File: src/rtl/video_timing_pkg.sv
// Shared VGA timing constants and per-axis timing description for the video timing generator.
package video_timing_pkg;

  // Default VGA 640x480@60 horizontal terms, in pixels
  localparam int unsigned VGA_H_ACTIVE      = 640;
  localparam int unsigned VGA_H_FRONT_PORCH = 16;
  localparam int unsigned VGA_H_SYNC        = 96;
  localparam int unsigned VGA_H_BACK_PORCH  = 48;

  // Default VGA 640x480@60 vertical terms, in lines
  localparam int unsigned VGA_V_ACTIVE      = 480;
  localparam int unsigned VGA_V_FRONT_PORCH = 10;
  localparam int unsigned VGA_V_SYNC        = 2;
  localparam int unsigned VGA_V_BACK_PORCH  = 33;

  // One axis of the raster: active span, blanking split and sync level
  typedef struct packed {
    int unsigned active;
    int unsigned front_porch;
    int unsigned sync;
    int unsigned back_porch;
    logic        polarity;
  } axis_timing_t;

  localparam axis_timing_t VGA_H_TIMING = '{
    active:      VGA_H_ACTIVE,
    front_porch: VGA_H_FRONT_PORCH,
    sync:        VGA_H_SYNC,
    back_porch:  VGA_H_BACK_PORCH,
    polarity:    1'b0
  };

  localparam axis_timing_t VGA_V_TIMING = '{
    active:      VGA_V_ACTIVE,
    front_porch: VGA_V_FRONT_PORCH,
    sync:        VGA_V_SYNC,
    back_porch:  VGA_V_BACK_PORCH,
    polarity:    1'b0
  };

  // Full period of one axis
  function automatic int unsigned axis_total(axis_timing_t t);
    return t.active + t.front_porch + t.sync + t.back_porch;
  endfunction

  // Bit width able to hold 0..n-1, never below one bit
  function automatic int unsigned width_of(int unsigned n);
    return (n > 1) ? 32'($clog2(n)) : 32'd1;
  endfunction

endpackage

File: src/rtl/video_timing_generator_axis.sv
// One raster axis: wrapping position counter with active and sync window decode.
module timing_axis_counter
  import video_timing_pkg::*;
#(
  parameter axis_timing_t TIMING = VGA_H_TIMING,
  localparam int unsigned TOTAL  = axis_total(TIMING),
  localparam int unsigned CW     = width_of(TOTAL)
) (
  input  logic          clk_i,
  input  logic          reset_i,
  input  logic          adv_i,
  output logic [CW-1:0] count_o,
  output logic          wrap_c_o,
  output logic          active_c_o,
  output logic          sync_c_o
);

  localparam int unsigned SYNC_FIRST = TIMING.active + TIMING.front_porch;
  localparam int unsigned SYNC_LAST  = SYNC_FIRST + TIMING.sync - 1;

  logic [CW-1:0] count_q;
  logic [CW-1:0] count_d;

  // Wrap only fires on an advance from the last position of the period
  assign wrap_c_o = adv_i && (count_q == CW'(TOTAL - 1));

  // Next position: hold, step, or return to zero at end of period
  always_comb begin
    count_d = count_q;
    if (adv_i) begin
      count_d = wrap_c_o ? '0 : count_q + 1'b1;
    end
  end

  // Position register
  always_ff @(posedge clk_i) begin
    if (reset_i) begin
      count_q <= '0;
    end else begin
      count_q <= count_d;
    end
  end

  // Inclusive-bound compares keep every constant inside CW bits
  assign active_c_o = (count_q <= CW'(TIMING.active - 1));
  assign sync_c_o   = (count_q >= CW'(SYNC_FIRST)) && (count_q <= CW'(SYNC_LAST));
  assign count_o    = count_q;

endmodule

File: src/rtl/video_timing_generator.sv
// Raster timing for the falling-sand VGA path: syncs, active window, coordinates,
// linear frame-buffer address, line/frame strobes and a vblank-aligned swap handshake.
module video_timing_generator
  import video_timing_pkg::*;
#(
  parameter int unsigned ACTIVE_COLUMNS         = VGA_H_ACTIVE,
  parameter int unsigned FRONT_PORCH_HORIZONTAL = VGA_H_FRONT_PORCH,
  parameter int unsigned SYNC_HORIZONTAL        = VGA_H_SYNC,
  parameter int unsigned BACK_PORCH_HORIZONTAL  = VGA_H_BACK_PORCH,
  parameter int unsigned ACTIVE_ROWS            = VGA_V_ACTIVE,
  parameter int unsigned FRONT_PORCH_VERTICAL   = VGA_V_FRONT_PORCH,
  parameter int unsigned SYNC_VERTICAL          = VGA_V_SYNC,
  parameter int unsigned BACK_PORCH_VERTICAL    = VGA_V_BACK_PORCH,
  parameter logic        HSYNC_POLARITY         = 1'b0,
  parameter logic        VSYNC_POLARITY         = 1'b0,
  parameter int unsigned PIXEL_DIV              = 1,
  localparam int unsigned XW = width_of(ACTIVE_COLUMNS),
  localparam int unsigned YW = width_of(ACTIVE_ROWS),
  localparam int unsigned AW = width_of(ACTIVE_COLUMNS * ACTIVE_ROWS)
) (
  input  logic          clk_i,
  input  logic          reset_i,
  input  logic          enable_i,
  input  logic          swap_req_i,
  output logic          hsync_o,
  output logic          vsync_o,
  output logic          video_en_o,
  output logic          vblank_o,
  output logic          pix_tick_o,
  output logic          line_start_o,
  output logic          frame_start_o,
  output logic          swap_ack_o,
  output logic [XW-1:0] x_o,
  output logic [YW-1:0] y_o,
  output logic [AW-1:0] pixel_o
);

  localparam axis_timing_t H_TIMING = '{
    active:      ACTIVE_COLUMNS,
    front_porch: FRONT_PORCH_HORIZONTAL,
    sync:        SYNC_HORIZONTAL,
    back_porch:  BACK_PORCH_HORIZONTAL,
    polarity:    HSYNC_POLARITY
  };

  localparam axis_timing_t V_TIMING = '{
    active:      ACTIVE_ROWS,
    front_porch: FRONT_PORCH_VERTICAL,
    sync:        SYNC_VERTICAL,
    back_porch:  BACK_PORCH_VERTICAL,
    polarity:    VSYNC_POLARITY
  };

  localparam int unsigned TOTAL_COLUMNS = axis_total(H_TIMING);
  localparam int unsigned TOTAL_ROWS    = axis_total(V_TIMING);
  localparam int unsigned HW            = width_of(TOTAL_COLUMNS);
  localparam int unsigned VW            = width_of(TOTAL_ROWS);
  localparam int unsigned DW            = width_of(PIXEL_DIV);

  logic [DW-1:0] div_q;
  logic [DW-1:0] div_d;
  logic          tick_c;
  logic          first_c;

  logic [HW-1:0] h_count;
  logic [VW-1:0] v_count;
  logic          h_wrap_c;
  logic          v_wrap_c;
  logic          h_active_c;
  logic          v_active_c;
  logic          h_sync_c;
  logic          v_sync_c;
  logic          active_c;

  logic [AW-1:0] addr_q;
  logic [AW-1:0] addr_d;

  logic          hsync_q,       hsync_d;
  logic          vsync_q,       vsync_d;
  logic          video_en_q,    video_en_d;
  logic          vblank_q,      vblank_d;
  logic          pix_tick_q,    pix_tick_d;
  logic          line_start_q,  line_start_d;
  logic          frame_start_q, frame_start_d;
  logic          swap_ack_q,    swap_ack_d;
  logic [XW-1:0] x_q,           x_d;
  logic [YW-1:0] y_q,           y_d;
  logic [AW-1:0] pixel_q,       pixel_d;

  // A pixel advances on the last divider phase; div_q == 0 marks the first clk of a position
  assign tick_c  = enable_i && (div_q == DW'(PIXEL_DIV - 1));
  assign first_c = (div_q == '0);

  // Pixel-clock divider, frozen while disabled
  always_comb begin
    div_d = div_q;
    if (enable_i) begin
      div_d = tick_c ? '0 : div_q + 1'b1;
    end
  end

  timing_axis_counter #(
    .TIMING (H_TIMING)
  ) u_h_axis (
    .clk_i      (clk_i),
    .reset_i    (reset_i),
    .adv_i      (tick_c),
    .count_o    (h_count),
    .wrap_c_o   (h_wrap_c),
    .active_c_o (h_active_c),
    .sync_c_o   (h_sync_c)
  );

  // Rows step only when a line wraps, so vsync can only change at a line start
  timing_axis_counter #(
    .TIMING (V_TIMING)
  ) u_v_axis (
    .clk_i      (clk_i),
    .reset_i    (reset_i),
    .adv_i      (h_wrap_c),
    .count_o    (v_count),
    .wrap_c_o   (v_wrap_c),
    .active_c_o (v_active_c),
    .sync_c_o   (v_sync_c)
  );

  assign active_c = h_active_c && v_active_c;

  // Linear address of the current position: steps past each active pixel, holds in blanking,
  // and returns to zero as the raster wraps back to (0,0)
  always_comb begin
    addr_d = addr_q;
    if (tick_c) begin
      if (h_wrap_c && v_wrap_c) begin
        addr_d = '0;
      end else if (active_c) begin
        addr_d = addr_q + 1'b1;
      end
    end
  end

  // Output decode of the current counters; strobes only on the first clk of a position
  always_comb begin
    hsync_d       = hsync_q;
    vsync_d       = vsync_q;
    video_en_d    = video_en_q;
    vblank_d      = vblank_q;
    x_d           = x_q;
    y_d           = y_q;
    pixel_d       = pixel_q;
    pix_tick_d    = 1'b0;
    line_start_d  = 1'b0;
    frame_start_d = 1'b0;
    swap_ack_d    = 1'b0;
    if (enable_i) begin
      hsync_d       = h_sync_c ? HSYNC_POLARITY : ~HSYNC_POLARITY;
      vsync_d       = v_sync_c ? VSYNC_POLARITY : ~VSYNC_POLARITY;
      video_en_d    = active_c;
      vblank_d      = !v_active_c;
      x_d           = active_c ? h_count[XW-1:0] : '0;
      y_d           = active_c ? v_count[YW-1:0] : '0;
      pixel_d       = active_c ? addr_q : '0;
      pix_tick_d    = tick_c;
      line_start_d  = first_c && (h_count == '0);
      frame_start_d = first_c && (h_count == '0) && (v_count == '0);
      swap_ack_d    = swap_req_i && first_c && (h_count == '0)
                      && (v_count == VW'(ACTIVE_ROWS));
    end
  end

  // Divider, address and output registers
  always_ff @(posedge clk_i) begin
    if (reset_i) begin
      div_q         <= '0;
      addr_q        <= '0;
      hsync_q       <= ~HSYNC_POLARITY;
      vsync_q       <= ~VSYNC_POLARITY;
      video_en_q    <= 1'b0;
      vblank_q      <= 1'b0;
      pix_tick_q    <= 1'b0;
      line_start_q  <= 1'b0;
      frame_start_q <= 1'b0;
      swap_ack_q    <= 1'b0;
      x_q           <= '0;
      y_q           <= '0;
      pixel_q       <= '0;
    end else begin
      div_q         <= div_d;
      addr_q        <= addr_d;
      hsync_q       <= hsync_d;
      vsync_q       <= vsync_d;
      video_en_q    <= video_en_d;
      vblank_q      <= vblank_d;
      pix_tick_q    <= pix_tick_d;
      line_start_q  <= line_start_d;
      frame_start_q <= frame_start_d;
      swap_ack_q    <= swap_ack_d;
      x_q           <= x_d;
      y_q           <= y_d;
      pixel_q       <= pixel_d;
    end
  end

  assign hsync_o       = hsync_q;
  assign vsync_o       = vsync_q;
  assign video_en_o    = video_en_q;
  assign vblank_o      = vblank_q;
  assign pix_tick_o    = pix_tick_q;
  assign line_start_o  = line_start_q;
  assign frame_start_o = frame_start_q;
  assign swap_ack_o    = swap_ack_q;
  assign x_o           = x_q;
  assign y_o           = y_q;
  assign pixel_o       = pixel_q;

endmodule
File: config.mk
export PLATFORM = sky130hd
export DESIGN_NAME = video_timing_generator
export DESIGN_NICKNAME = d
export VERILOG_FILES = /design/src/rtl/video_timing_pkg.sv /design/src/rtl/video_timing_generator_axis.sv /design/src/rtl/video_timing_generator.sv
export SDC_FILE = /design/constraint.sdc
export NUM_CORES = 1
export LEC_CHECK = 0
export CAP_MARGIN = 0
export CORE_ASPECT_RATIO = 1.2
export CORE_UTILIZATION = 46
export DETAILED_ROUTE_END_ITERATION = 12
export PLACE_DENSITY = 0.67
export REMOVE_ABC_BUFFERS = 1
export SYNTH_ARGS = -nofsm -noshare
export SYNTH_HDL_FRONTEND = slang
export SYNTH_SLANG_ARGS = --single-unit
File: constraint.sdc
create_clock -name clk_i -period 2.6 [get_ports clk_i]
set_clock_uncertainty 0.05 [all_clocks]
set_input_delay 0.52 -clock clk_i [delete_from_list [all_inputs] [get_ports clk_i]]
set_output_delay 0.52 -clock clk_i [all_outputs]
set_load 0.02 [all_outputs]
==> metrics.md, run 1 <==
| Metric | Value |
|---|---|
| Crit path launch type | `flip-flop` |
| Worst path top cell family by delay | `simple AND/OR/NAND/NOR gates` |
| Run status | `completed` |
| WHS Path Cells | `1` |
| Proportion of synthesized chip area in sequential cells | `49.96%` |
| Worst vdd ir | `0.3488 mV` |
| Post-detailed-routing wire length | `7.908 mm` |
| Gp weighted congestion | `0.8712` |
| Leakage power total | `1.579 nW` |
| Non-Filler Cell Area, Final | `0.004297 mm2` |
| Post-CTS Hold Buffers | `0` |
| Number of ports placed on the die boundary | `50` |
| Cells after synthesis | `360` |
| Final clock period utilization by the worst path | `87.65%` |
| WP data arrival | `2.48 ns` |
| Aggregate negative setup slack | `0 ns` |
| Worst relative slew slack | `39.06%` |
| Post-synthesis cell type with the largest combined area | `sky130_fd_sc_hd__dfxtp_1` |
| Data required, critical path | `2.80 ns` |
| IO Port Bufs | `49` |
| DP HPWL | `5.433 mm` |
| Wire length per cell after detailed routing | `15.54 um` |
| YS warnings | `0` |
| Area share of the largest cell type after synthesis | `49.96%` |
| Layout cells sized above 1 | `9.308%` |
| Max Freq | `438.8 MHz` |
| Share of synthesized flip-flops with an asynchronous set or reset | `0%` |
| Via count normalized by instance count | `5.662` |
| Buf/Inv on CP | `0` |
| Crit path max fanout | `9` |
| Row cnt | `34` |
| Type of the most critical hold path | `reg2reg` |
| Number of max-capacitance violations reported | `0` |
| Total vias in the final route | `2882` |
| Post-CTS setup buffers | `0` |
| Die height | `96.81 um` |
| Worst-case reg-to-reg path depth | `5` |
| Flops & latches, synth | `86` |
| Min setup slack post-route | `0.3211 ns` |
| Die width | `81.01 um` |
| Count of endpoints failing setup in the final report | `0` |
| Total number of clock tree sinks | `86` |
| Setup Crit Path Kind | `reg2reg` |
| Hold violation count in the final report | `0` |
| Post-detailed-placement cell area | `0.004096 mm2` |
| Number of antenna violations at the first check in global routing | `0` |
| List of cells traversed by the critical path | `or4_4, nor3_1, a21oi_1, o2bb2ai_1, a21o_1` |
| CTS HTree Levels | `3` |
| Synthesized area per cell | `9.572 um2` |
| Post-CTS Resized | `0` |
| DIE AREA | `0.007843 mm2` |
| Most instantiated cells after synthesis | `sky130_fd_sc_hd__dfxtp_1, sky130_fd_sc_hd__a22o_1, sky130_fd_sc_hd__nor2_1` |
| Number of global-route vias before repair | `2795` |
| Nets | `424` |
| Cell chosen for the clock root | `sky130_fd_sc_hd__clkbuf_8` |
| Synthesized cell area | `0.003446 mm2` |
| Number of enable flip-flop cells after synthesis | `0` |
| Critical path capture point type | `flip-flop` |
| Wire length of the first global-routing pass | `13.16 mm` |
| RSZ-0062 raised after global routing | `false` |
| Most frequently used flop master after synthesis | `sky130_fd_sc_hd__dfxtp_1` |
| Filler Cell Count | `663` |
| Placed Cells | `493` |
| Layout-stage area growth over the synthesis result | `24.69%` |
| Overall global routing resource usage | `21.54%` |
| Number of buffers between clock root and the deepest sink | `2` |
| Drc violations | `0` |
| ANT nets after route | `0` |
| Measured slew at the worst slew-check pin | `0.9131 ns` |
| Final Max Tran Viols | `0` |
| Cell types occupying the most area after synthesis | `sky130_fd_sc_hd__dfxtp_1, sky130_fd_sc_hd__a22o_1, sky130_fd_sc_hd__xor2_1` |
| Pwr dens | `561.3 mW/mm2` |
| GRT overflow | `0` |
| Number of non-filler instances in the completed layout | `509` |
| Distinct cell type count after synthesis | `43` |
| 1st-iter DRT viols | `145` |
| Cts bufs inserted | `9` |
| Clock tree from TritonCTS | `done` |
| CP peak stage delay | `0.59 ns` |
| Most used standard cell by instance count after synthesis | `sky130_fd_sc_hd__dfxtp_1` |
| Critical Path Slowest Stage Cell | `sky130_fd_sc_hd__or4_4` |
| Count of inserted antenna diode cells | `0` |
| Length of the first detailed-routing pass in iterations | `4` |
| Register clock-pin slew on the reported worst setup and hold paths | `0.08 ns` |
| Clock insertion delay at the later pin of the skew report | `0.36 ns` |
| Post-Place Worst Slack | `0.04481 ns` |
| Pin count of the biggest net entering global routing | `23` |
| Number of logic stages on the critical path including buffering | `5` |
| Core Area | `0.007232 mm2` |
| Final min period | `2.279 ns` |
| Initial Util | `47.65%` |
where the power goes:
group / internal (W) / switching, W / leakage, nW
sequential: 0.00133 / 0.0000107 / 0.695
combinational: 0.0000486 / 0.0000767 / 0.778
clock: 0.000492 / 0.000456 / 0.106
state kept, by name, summed over array words and instances, names as in the netlist:
name,count
swap_ack_o,1
hsync_o,1
addr_q,19
vblank_o,1
vsync_o,1
y_o,9
div_q,1
video_en_o,1
frame_start_o,1
pixel_o,19
x_o,10
u_v_axis.count_o,10
pix_tick_o,1
u_h_axis.count_o,10
line_start_o,1
final timing paths:
check                           start    endpoint  slack (ns)
hold reg to reg            video_en_o  video_en_o        0.41
hold / removal             video_en_o  video_en_o        0.41
setup reg to reg  u_v_axis.count_o[5]  addr_q[13]        0.32
setup / recovery  u_v_axis.count_o[5]  addr_q[13]        0.32
area by class of cell:
type | count | area (um2) | area share (%)
multi-input cells | 241 | 1598 | 37.19
flip-flops and latches | 86 | 1722 | 40.07
clock inverters | 4 | 45.04 | 1.048
well taps | 90 | 112.6 | 2.621
clock buffers | 12 | 155.1 | 3.611
inverters | 11 | 41.29 | 0.9610
repair buffers | 65 | 623.1 | 14.50
through the flow:
step	util (%)	hold slack, ns	total power, W
floorplan	-	0.3889	0.001429
global placement	56.64	0.3902	0.001493
detailed placement	56.64	0.3983	0.001494
CTS	59.41	0.4182	0.002431
global route	59.41	0.4378	0.002498
finish	59.41	0.4108	0.002412
metal layers:
metal  GRT usage [%]  wire length (um)  vias up
li1                -                 -     1430
met1           26.97              3667     1368
met2           34.45              3783       64
met3           4.434               267       20
met4           10.58               190        0
met5               0                 0        -
cells by family after synthesis:
kind of cell,count (synthesis),synth area share (%)
AO/OA/AOI/OAI,89,19.28
XOR/XNOR,16,4.067
adder cells (fa/ha/maj),6,2.179
buffers and inverters,33,3.740
flip-flops,86,49.96
multiplexers,2,0.5810
AND/OR/NAND/NOR,128,20.19
cell usage in the layout, fill, tap and decap left out, types with 3 or more instances in the layout:
cell	n
sky130_fd_sc_hd__dfxtp_1	86
sky130_fd_sc_hd__clkdlybuf4s50_1	49
sky130_fd_sc_hd__a22o_1	38
sky130_fd_sc_hd__nor2_1	24
sky130_fd_sc_hd__nand2_1	22
sky130_fd_sc_hd__a21oi_1	20
sky130_fd_sc_hd__nand3_1	16
sky130_fd_sc_hd__nand4_1	15
sky130_fd_sc_hd__buf_4	15
sky130_fd_sc_hd__xor2_1	14
sky130_fd_sc_hd__nor3_1	12
sky130_fd_sc_hd__inv_1	11
sky130_fd_sc_hd__clkbuf_8	11
sky130_fd_sc_hd__o21ai_0	10
sky130_fd_sc_hd__or3_1	9
sky130_fd_sc_hd__and3_1	7
sky130_fd_sc_hd__ha_1	6
sky130_fd_sc_hd__nor4_1	4
sky130_fd_sc_hd__a41oi_1	3
sky130_fd_sc_hd__nand3b_1	3
sky130_fd_sc_hd__nand2b_1	3
sky130_fd_sc_hd__a211oi_1	3
sky130_fd_sc_hd__a311oi_1	3
sky130_fd_sc_hd__clkinv_2	3
Power figures use the tool's default switching activity.
==> run 2, diff against run 1 <==
--- a/config.mk
+++ b/config.mk
@@ -7,10 +7,11 @@
 export LEC_CHECK = 0
 export CAP_MARGIN = 0
 export CORE_ASPECT_RATIO = 1.2
-export CORE_UTILIZATION = 46
+export CORE_UTILIZATION = 48
 export DETAILED_ROUTE_END_ITERATION = 12
-export PLACE_DENSITY = 0.67
+export PLACE_DENSITY = 0.73
 export REMOVE_ABC_BUFFERS = 1
 export SYNTH_ARGS = -nofsm -noshare
 export SYNTH_HDL_FRONTEND = slang
 export SYNTH_SLANG_ARGS = --single-unit
+export TNS_END_PERCENT = 50
==> constraint.sdc (replaced) <==
create_clock -name clk_i -period 1.9 [get_ports clk_i]
set_clock_uncertainty 0.05 [all_clocks]
set_input_delay 0.38 -clock clk_i [delete_from_list [all_inputs] [get_ports clk_i]]
set_output_delay 0.38 -clock clk_i [all_outputs]
set_load 0.02 [all_outputs]
==> metrics.md, run 2 (synthesis gave the netlist of run 1 again) <==
| Metric | Value |
|---|---|
| Register-to-register path setup slack | `0.03 ns` |
| Commonest non-fill, non-tap cell in the layout | `sky130_fd_sc_hd__dfxtp_1` |
| Min setup slack post-route | `0.03499 ns` |
| Number of logic stages on the critical path including buffering | `6` |
| Core Area | `0.006895 mm2` |
| Nets | `474` |
| CP peak stage delay | `0.36 ns` |
| Worst relative slew slack | `68.27%` |
| CP Launch Point | `u_h_axis.count_o[3]` |
| DP HPWL | `5.939 mm` |
| Final Max Tran Viols | `0` |
| Die height | `94.82 um` |
| Buf/Inv on CP | `1` |
| Register clock-pin slew on the reported worst setup and hold paths | `0.08 ns` |
| WP data arrival | `2.08 ns` |
| CTS HTree Levels | `3` |
| Utilization of the core after routing | `70.21%` |
| Number of antenna violations at the first check in global routing | `0` |
| Critical path capture point type | `flip-flop` |
| Type of the most critical hold path | `reg2reg` |
| Critical Path Slowest Stage Cell | `sky130_fd_sc_hd__nor4_4` |
| Worst path top cell family by delay | `simple AND/OR/NAND/NOR gates` |
| Total vias in the final route | `3132` |
| Count of endpoints failing setup in the final report | `0` |
| Crit path launch type | `flip-flop` |
| GRT overflow | `0` |
| 1st-iter DRT viols | `137` |
| Number of max-capacitance violations reported | `0` |
| Wire length per cell after detailed routing | `15.58 um` |
| Layout cells sized above 1 | `23.88%` |
| Layout-stage area growth over the synthesis result | `40.49%` |
| Endpoint of the most critical setup path | `addr_q[6]` |
| Number of ports placed on the die boundary | `50` |
| Row cnt | `33` |
| Final clock period utilization by the worst path | `98.16%` |
| Max Freq | `536.2 MHz` |
| Pwr dens | `696.6 mW/mm2` |
| Pin count of the biggest net entering global routing | `28` |
| Count of inserted antenna diode cells | `0` |
| Start of the worst register-to-register path | `u_h_axis.count_o[3]` |
| Wire length of the first global-routing pass | `14.05 mm` |
| Worst-case reg-to-reg path depth | `6` |
| Run status | `completed` |
| ANT nets after route | `0` |
| Highest-count cells in the layout ignoring fill and taps | `sky130_fd_sc_hd__dfxtp_1, sky130_fd_sc_hd__buf_4, sky130_fd_sc_hd__clkdlybuf4s50_1` |
| Capture instance of the worst register-to-register path | `addr_q[6]` |
| Drc violations | `0` |
| Leakage power total | `1.871 nW` |
| Length of the first detailed-routing pass in iterations | `4` |
| Setup Crit Path Kind | `reg2reg` |
| Gp weighted congestion | `0.8436` |
| Number of buffers between clock root and the deepest sink | `2` |
| Die width | `79.35 um` |
| Total number of clock tree sinks | `86` |
| Post-CTS Hold Buffers | `0` |
| Final min period | `1.865 ns` |
| Filler Cell Count | `520` |
| Final Hold Slack | `0.4238 ns` |
| Via count normalized by instance count | `5.633` |
| DIE AREA | `0.007523 mm2` |
| Number of global-route vias before repair | `3040` |
| Post-detailed-routing wire length | `8.664 mm` |
| Clock tree from TritonCTS | `done` |
| Hold violation count in the final report | `0` |
| Cell chosen for the clock root | `sky130_fd_sc_hd__clkbuf_8` |
| Post-Place Worst Slack | `-0.4567 ns` |
| Worst vdd ir | `0.4782 mV` |
| Overall global routing resource usage | `24.05%` |
| PnR Total Power | `0.003372 W` |
| Number of non-filler instances in the completed layout | `556` |
| Data required, critical path | `2.12 ns` |
| Initial Util | `49.97%` |
| Placed Cells | `534` |
| List of cells traversed by the critical path | `nand3_1, nor4_4, buf_4, a21oi_2, or3_1, a211oi_2` |
| Measured slew at the worst slew-check pin | `0.4753 ns` |
| Clock insertion delay at the later pin of the skew report | `0.35 ns` |
| Crit path max fanout | `3` |
| Cts bufs inserted | `9` |
| RSZ-0062 raised after global routing | `true` |
| IO Port Bufs | `49` |
==> run 2: cell type report <==
| type | count | area (um2) | area share [%] |
|---|---|---|---|
| flip-flops and latches | 86 | 1725 | 35.64 |
| inverters | 11 | 41.29 | 0.8529 |
| clock inverters | 5 | 56.30 | 1.163 |
| well taps | 87 | 108.9 | 2.249 |
| clock buffers | 11 | 151.4 | 3.127 |
| repair buffers | 115 | 1062 | 21.94 |
| multi-input cells | 241 | 1695 | 35.02 |
==> run 2: timing repair <==
item | 4_1_cts | 5_1_grt
buffers inserted | 3 | 3
pin swaps | 5 | 6
setup endpoints to repair | 8 | 28
cloned | 0 | 0
gates resized for setup | 6 | 26
==> run 2: metal layers <==
metal  global-route usage, %  share of wire (%)  up-vias
met2                   40.73                 50       87
met5                       0                  0        -
met3                   3.961                3.8       20
met1                   28.82                 44     1496
met4                   13.33                2.3        0
li1                        -                  -     1529
==> run 2: worst min-delay path by stage <==
stage                           start     endpoint  slack (ns)  cells after the start
final                     pixel_o[18]  pixel_o[18]        0.42                      1
after floorplan             addr_q[6]    addr_q[6]        0.39                      2
after detailed placement       y_o[1]       y_o[1]        0.40                      1
after CTS                  pixel_o[4]   pixel_o[4]        0.43                      1
after global placement     video_en_o   video_en_o        0.39                      1
after global routing      pixel_o[18]  pixel_o[18]        0.44                      1
==> run 2: power by group <==
group          switching, W  total, W  leakage [nW]  internal [W]
Clock              0.000640   0.00132         0.106      0.000680
Combinational      0.000122  0.000222          1.07     0.0000992
Sequential        0.0000127   0.00183         0.696       0.00182
Total              0.000775   0.00337          1.87       0.00260
==> run 2: metrics by stage <==
stage,cell area [um2],setup TNS [ns]
6_report,4841,0
5_1_grt,4841,-0.08400
4_1_cts,4737,-0.0005096
3_5_place_dp,4473,-16.72
3_3_place_gp,4473,-16.05
2_1_floorplan,3358,-15.13
